--- config.mk ---
export PLATFORM = sky130hd
export DESIGN_NAME = ptw
export DESIGN_NICKNAME = d
export VERILOG_FILES = /design/src/rtl/ptw_pkg.sv /design/src/rtl/ptw_pte_decode.sv /design/src/rtl/ptw.sv
export SDC_FILE = /design/constraint.sdc
export NUM_CORES = 1
export LEC_CHECK = 0
export ABC_AREA = 1
export BUFFER_PORTS_ARGS = -buffer_cell sky130_fd_sc_hd__buf_2
export CAP_MARGIN = 10
export CORE_ASPECT_RATIO = 0.7
export CORE_MARGIN = 5
export CORE_UTILIZATION = 45
export DETAILED_ROUTE_END_ITERATION = 8
export GPL_ROUTABILITY_DRIVEN = 0
export HOLD_SLACK_MARGIN = 0.05
export PLACE_DENSITY_LB_ADDON = 0.2
export SYNTH_ARGS = -nofsm -noshare
export SYNTH_HDL_FRONTEND = slang
export SYNTH_SLANG_ARGS = --single-unit
--- constraint.sdc ---
create_clock -name clk -period 1.4 [get_ports clk]
set_input_delay 0.14 -clock clk [delete_from_list [all_inputs] [get_ports clk]]
set_output_delay 0.14 -clock clk [all_outputs]
set_load 0.1 [all_outputs]
--- src/rtl/ptw_pkg.sv ---
// rtl/ptw_pkg.sv - shared state encoding, PTE bit positions and PTE layout for the page table walker
package ptw_pkg;

  typedef enum logic [2:0] {
    IDLE,
    L1_REQ,
    L1_WAIT,
    L2_REQ,
    L2_WAIT,
    RESP
  } ptw_state_t;

  localparam int PTE_R = 0;
  localparam int PTE_W = 1;
  localparam int PTE_V = 2;

  typedef struct packed {
    logic [19:0] ppn;
    logic [8:0]  rsvd;
    logic        v;
    logic        w;
    logic        r;
  } pte_t;

endpackage

--- src/rtl/ptw_pte_decode.sv ---
// rtl/ptw_pte_decode.sv - classifies a memory PTE as pointer, leaf or fault at a given level
// Superpage leaves at level 1 are accepted only when PTW_SUPERPAGE_EN is defined.
module ptw_pte_decode
  import ptw_pkg::*;
(
  input  logic [31:0] pte,
  input  logic        level,
  output logic        is_ptr,
  output logic        is_leaf,
  output logic        fault
);

  pte_t p;
  logic has_perm;
  logic l1_leaf_ok;
  logic unused_bits;

  assign p           = pte;
  assign has_perm    = p.w | p.r;
  assign unused_bits = ^{p.rsvd, p.ppn};

`ifdef PTW_SUPERPAGE_EN
  // A 4 MiB superpage must be aligned: the low ten PPN bits come from vpn0.
  assign l1_leaf_ok = (p.ppn[9:0] == 10'd0);
`else
  assign l1_leaf_ok = 1'b0;
`endif

  // level=1 is the root table, level=0 the leaf table.
  assign fault   = !p.v || (level ? (has_perm && !l1_leaf_ok) : !has_perm);
  assign is_ptr  = level && p.v && !has_perm;
  assign is_leaf = p.v && has_perm && !fault;

endmodule

--- src/rtl/ptw.sv ---
// rtl/ptw.sv - two-level page table walker with single-outstanding memory reads and per-read timeout
// Optional L1 superpage support is compiled in with PTW_SUPERPAGE_EN.
module ptw
  import ptw_pkg::*;
#(
  parameter int TIMEOUT_CYCLES = 256,
  parameter int TO_W           = 8
) (
  input  logic        clk,
  input  logic        rst,
  input  logic        ptw_req_i,
  input  logic [31:0] ptw_vaddr_i,
  input  logic [19:0] satp_ppn_i,
  output logic        ptw_resp_valid_o,
  output logic [31:0] ptw_pte_o,
  output logic        ptw_fault_o,
  output logic        ptw_busy_o,
  output logic        mem_req_o,
  output logic [31:0] mem_addr_o,
  input  logic        mem_rvalid_i,
  input  logic [31:0] mem_rdata_i
);

  ptw_state_t state, state_n;
  logic [19:0] vpn_q;
  logic [19:0] root_ppn_q;
  logic [19:0] l1_ppn_q;
  logic [TO_W-1:0] cnt_q;
  logic [31:0] pte_q;
  logic        fault_q;

  logic        dec_is_ptr, dec_is_leaf, dec_fault;
  logic        timed_out;
  logic        resp_load, l1_load;
  logic [31:0] resp_pte;
  logic        resp_fault;

  ptw_pte_decode u_decode (
    .pte     (mem_rdata_i),
    .level   (state == L1_WAIT),
    .is_ptr  (dec_is_ptr),
    .is_leaf (dec_is_leaf),
    .fault   (dec_fault)
  );

  assign timed_out = (cnt_q == TO_W'(TIMEOUT_CYCLES - 1));

  always_comb begin
    state_n    = state;
    resp_load  = 1'b0;
    l1_load    = 1'b0;
    resp_pte   = 32'h0;
    resp_fault = 1'b0;
    case (state)
      IDLE:    if (ptw_req_i) state_n = L1_REQ;
      L1_REQ:  state_n = L1_WAIT;
      L1_WAIT: begin
        // rvalid is checked first so data arriving on the timeout cycle still wins.
        if (mem_rvalid_i) begin
          if (dec_fault) begin
            state_n    = RESP;
            resp_load  = 1'b1;
            resp_fault = 1'b1;
          end else if (dec_is_ptr) begin
            state_n = L2_REQ;
            l1_load = 1'b1;
          end else if (dec_is_leaf) begin
            state_n   = RESP;
            resp_load = 1'b1;
`ifdef PTW_SUPERPAGE_EN
            resp_pte  = {mem_rdata_i[31:22], vpn_q[9:0], 10'b0,
                         mem_rdata_i[PTE_W], mem_rdata_i[PTE_R]};
`else
            resp_fault = 1'b1;
`endif
          end
        end else if (timed_out) begin
          state_n    = RESP;
          resp_load  = 1'b1;
          resp_fault = 1'b1;
        end
      end
      L2_REQ:  state_n = L2_WAIT;
      L2_WAIT: begin
        if (mem_rvalid_i) begin
          state_n   = RESP;
          resp_load = 1'b1;
          if (dec_fault) resp_fault = 1'b1;
          else resp_pte = {mem_rdata_i[31:12], 10'b0, mem_rdata_i[PTE_W], mem_rdata_i[PTE_R]};
        end else if (timed_out) begin
          state_n    = RESP;
          resp_load  = 1'b1;
          resp_fault = 1'b1;
        end
      end
      RESP:    state_n = IDLE;
      default: state_n = IDLE;
    endcase
  end

  always_ff @(posedge clk) begin
    if (rst) state <= IDLE;
    else state <= state_n;
  end

  always_ff @(posedge clk) begin
    if (rst) begin
      vpn_q      <= '0;
      root_ppn_q <= '0;
      l1_ppn_q   <= '0;
      cnt_q      <= '0;
      pte_q      <= '0;
      fault_q    <= 1'b0;
    end else begin
      if (state == IDLE && ptw_req_i) begin
        vpn_q      <= ptw_vaddr_i[31:12];
        root_ppn_q <= satp_ppn_i;
      end
      if (state == L1_REQ || state == L2_REQ) cnt_q <= '0;
      else if (state == L1_WAIT || state == L2_WAIT) cnt_q <= cnt_q + 1'b1;
      if (l1_load) l1_ppn_q <= mem_rdata_i[31:12];
      if (resp_load) begin
        pte_q   <= resp_pte;
        fault_q <= resp_fault;
      end
    end
  end

  assign ptw_resp_valid_o = (state == RESP);
  assign ptw_busy_o       = (state != IDLE);
  assign ptw_pte_o        = pte_q;
  assign ptw_fault_o      = fault_q;
  assign mem_req_o        = (state == L1_REQ) || (state == L2_REQ);
  assign mem_addr_o       = (state == L1_REQ) ? {root_ppn_q, vpn_q[19:10], 2'b00} :
                            (state == L2_REQ) ? {l1_ppn_q, vpn_q[9:0], 2'b00} : 32'h0;

endmodule

# [Word-level counts from Yosys, hierarchy flattened]
# Cells that the tools add are included.
[totals] reg_bits=104 latch_bits=0 mem_bits_rw=0 rom_bits=0 inputBits=88 out_inout_bits=68 word_cells=60 memories=0
[classes] addsub=1 mul=0 div=0 n_lt_le_gt_ge=0 n_eq_ne=8 shift=0 n_mux=28 bitwise_logic=1 n_reduce_logical=15
[ops] cell="two-way mux 32 bit" count=5
[ops] cell="two-way mux 3 bit" count=7
[ops] cell="case mux 3 bit (5 select lines)" count=1
[ops] cell="two-way mux 1 bit" count=13
[ops] cell="adder 8 x 1 -> 8 bit, second input constant" count=1
[ops] cell="== test 8 bit, second input constant" count=1
[ops] cell="== test 3 x 2 -> 1 bit, second input constant" count=2
[ops] cell="== test 3 bit, second input constant" count=2
[ops] cell="logical AND 1 bit" count=5
[ops] cell="!= test 5 bit, second input constant" count=1
[ops] cell="case mux 1 bit (2 select lines)" count=2
[ops] cell="== test 3 x 1 -> 1 bit, second input constant" count=1
[ops] cell="zero test 1 bit" count=3
[ops] cell="zero test 3 bit" count=1
[ops] cell="logical OR 1 bit" count=3
[ops] cell="nonzero test 3 bit" count=1
[ops] cell="!= test 2 bit, second input constant" count=1
[ops] cell="AND reduction 2 bit" count=1
[ops] cell="OR reduction 2 bit" count=1
[ops] cell="bitwise OR 1 bit" count=1

# [Longest topological paths before layout]
[depth] word_depth=11 ltp_mapped=10 depth_no_buf=9

# [Modules after synthesis]
# From an unflattened synthesis, not the netlist that was laid out.
[unflattened] cells_unflattened=545 hier_area_um2=4063.9
[modules_own_cells] mod="ptw" instances=1 cells_per_inst=535 area_per_inst_um2=4016.4 seq_area_each_um2=1881.8
[modules_own_cells] mod="ptw_pte_decode" instances=1 cells_per_inst=10 area_per_inst_um2=47.5 seq_area_each_um2=0.0

# [Least setup slack after synthesis]
# No wires, ideal clock.
[synth_path] path_type="flip-flop to output port" from="register state[2]" to="output mem_addr_o[12]" t_arrival_ns=2.853 required_time_ns=1.260 setup_slack_ns=-1.593 path_stages_with_launch=5 n_path_buf=1 cell_sequence="dfxtp_1 inv_2 nand3_1 clkbuf_1 o21ai_0"
[synth_via] elab_chain_cells=3 word_cells_on_any_way=4 classes_between="eq/ne (2); mux (2)"
[synth_rtl] element="start: declaration" line="ptw.sv:24" source="ptw_state_t state, state_n;"
[synth_rtl] element="start signal: assignment" line="ptw.sv:103" source="else state <= state_n;"
[synth_rtl] element="== test 3 x 2 -> 1 bit" line="ptw.sv:135" source="(state == L2_REQ) ? {l1_ppn_q, vpn_q[9:0], 2'b00} : 32'h0;"
[synth_rtl] element="two-way mux 32 bit" line="ptw.sv:135"
[synth_rtl] element="two-way mux 32 bit *" line="ptw.sv:134" source="assign mem_addr_o = (state == L1_REQ) ? {root_ppn_q, vpn_q[19:10], 2'b00} :"
[synth_rtl] element="end: declaration" line="ptw.sv:19" source="output logic [31:0] mem_addr_o,"
# Mark *: on every way between the ends. The rest lies on a longest branch, timed or not.

# [Final worst setup path]
[layout_path] from="register state[2]" to="output mem_addr_o[10]"
# The elaborated chain is that of the path after synthesis.

==> metrics.txt <==
area leader, netlist dfxtp_1; initial core utilization 46.6%; Synth Area per Inst 7.08 sq um; global-route wire length before repair 23.3 mm; Worst path depth 6; max cap viols 0; smallest hold slack 52.6 ps; initial antenna violation count 0; largest net degree at the start of global routing 81; ys flop type dfxtp_1; most frequent CP cell buf_12; max frequency 537 MHz; Critical Path AT ~1700 ps; Commonest cells post-synth nor2_1, dfxtp_1, nand2_1, o21ai_0, inv_1; Net Switching 5.33 mW; status finished, violations left; drt initial violations between 500 and 600; unrepaired setup endpoints after global routing yes; power per cell area 1540 nW/um^2; P&R area growth vs syn 81.7%; post-synth top area share about 44%; GR Util All Layers 24.9%; Post-synth ARST share 0%; reg2reg start state[1]$_SDFFE_PP0P_; Reg2Reg Setup Slack -460 ps; WP data required between 1000 and 1500 ps; synthesized area around 4300 sq um; Mapped Cells roughly 600; Pint 6.63 mW; Die ar. 11500 sq um; clock buffer count from CTS 9; number of synthesized flops with an enable pin 0; filler instances around 480; skew final 13.0 ps; #FFs+latches synth 94; die height 91.4 microns; Std-Cell Rows 29; via count 5276; Root Buffer clkbuf_16; library cells used by synthesis 33; Comb pwr share 51.3%; CP startpoint kind register; Worst path max stage delay 390 ps; count leader, synth nor2_1; Crit path max-delay family buffers and inverters; CP cell instances inv_4 > buf_6 > nand3_4 > buf_12 > o22ai_4 > buf_12; routed len/inst 21.3 microns; worst setup margin -461 ps; Net Sw Frac between 40 and 50%; Sequential Power Share between 20% and 30%; CTS tree yes; DP Cell Count 844; CTS HTree Levels 3; Worst Reg-to-Reg Cells 13; Avg Vias per Cell ~5.8; register area share after synthesis 44.2%; drt total wl 19.5 mm; Worst Path Buf+Inv 4; Setup CP Type register to output port; Nets approximately 880; ant diodes 0; maximum vdd drop around 0.0015 V; DR pass1 iterations 5; Final Setup Violations 127; Critical path origin state[2]$_SDFFE_PP0P_; failing checks setup timing; Port Buf Inserts about 120; slowest cell on the critical path dfxtp_4; Lkg Pwr 3.38 nW; CORE AREA 9140 sq um; DR DRC count 0; largest cells by area after synthesis dfxtp_1, nor2_1, o21ai_0, nand2_1, a21oi_1; Worst-Skew Late Latency between 300 and 400 ps; clock slew at reported path FFs 70 ps; layout cells sized above 1 47.5%; Slew Viols, Final 0; clock power share 21.7%; vias in the first global route 4553; Min-Delay Path Class input port to register; CP Capture Type output port; Final Non-Filler Cells 915; Fin Setup TNS -36760 ps; period utilization 133%; Die Width approximately 130 microns; dpl hpwl 9.03 mm; I/O pins 156; Routed Antenna Nets 0; minimum clock period 1860 ps; CTS max path bufs 2; worst-path fanout max 18; yosys warns 0; Crit Reg-Reg Endpoint ptw_fault_o$_SDFFE_PP0P_; clk sinks 94; final global-route overflow total 0; Worst setup endpoint mem_addr_o[10]; endpoints failing hold 0
[stage by stage]
step / utilization [%] / instance area (sq um) / worst slack [ps] / power, mW
after floorplan: - / 4730 / -207 / 6.61
after global placement: 65.9 / 6030 / -129 / 7.77
after detailed placement: 65.9 / 6030 / -226 / 7.86
after CTS: 75.7 / 6920 / -385 / 11.0
after global routing: 84.7 / 7740 / -498 / 12.3
final: 84.7 / 7740 / -461 / 12.0
[routing by layer]
layer	global-route usage, %	vias up	wire [microns]
li1	-	2288	-
met1	32.2	2480	7190
met3	7.62	109	2190
met2	40.0	399	8950
met4	7.86	0	1130
met5	0	-	0
[registers in the layout, summed over array words and instances, names as in the netlist]
signal       count
cnt_q            8
l1_ppn_q        20
ptw_fault_o      1
ptw_pte_o       22
root_ppn_q      20
state            3
vpn_q           20
[power groups by stage]
stage / registers [mW] / clock network, mW / logic, mW
after global placement: 3.23 / 0 / 4.54
after global routing: 3.25 / 2.72 / 6.33
after floorplan: 3.93 / 0 / 2.68
final: 3.23 / 2.59 / 6.14
after CTS: 3.20 / 2.57 / 5.20
after detailed placement: 3.25 / 0 / 4.61
[layout by cell type (no fill, tap or decap), drive strengths merged]
cell         count
a21oi           48
nor3             5
inv             62
or2              1
a21boi           1
dfxtp           94
o21bai           1
nand2           96
o21ai           86
bufinv           1
and3             1
nand3b          21
dlygate4sd3      6
a31oi            2
clkbuf          17
buf            196
nand3            8
ha               1
o22ai           10
conb            12
nand4            3
clkinvlp         3
nor2           115
clkinv           1
[area by class of cell]
class	instances	area [sq um]	share of cell area [%]
multi-input cells	411	2870	37.1
clock inverters	5	57.6	0.743
repair buffers	208	2250	29.1
clock buffers	11	253	3.26
inverters	62	253	3.26
flip-flops and latches	94	1900	24.5
well taps	124	155	2.00
[tightest hold or removal path, cell delays in order]
cell	delay (ps)
buf_2	80
o21ai_2	50
a21oi_1	90
[what timing repair did]
action | 4_1_cts | 5_1_grt
pin swaps | 19 | 86
hold buffers | 6 | 0
setup endpoints to repair | 59 | 126
setup buffers | 18 | 16
gates resized for setup | 84 | 179
cloned | 10 | 7
hold endpoints to repair | 7 | 0
[logic make-up (layout without fill, tap and decap cells)]
kind of cell    after synthesis  count (layout)  share of synthesized area (%)
flops                        94              94                           44.2
simple gates                250             250                           25.7
other cells                   1              12                         0.0880
buf+inv                     110             286                           12.0
fa+ha+maj                     1               1                          0.294
compound gates              146             148                           17.8
[worst min path at each step]
stage,startpoint,to,slack [ps],cells past startpoint
3_5_place_dp,mem_rdata_i[31],l1_ppn_q[19]$_SDFFE_PP0P_,400,3
6_report,ptw_vaddr_i[24],vpn_q[12]$_SDFFE_PP0P_,50,3
5_1_grt,satp_ppn_i[6],root_ppn_q[6]$_SDFFE_PP0P_,60,3
2_1_floorplan,rst,state[1]$_SDFFE_PP0P_,200,1
3_3_place_gp,mem_rdata_i[24],l1_ppn_q[12]$_SDFFE_PP0P_,390,3
4_1_cts,mem_rdata_i[28],l1_ppn_q[16]$_SDFFE_PP0P_,50,3
Note: power is estimated with default switching activity, not from simulation.
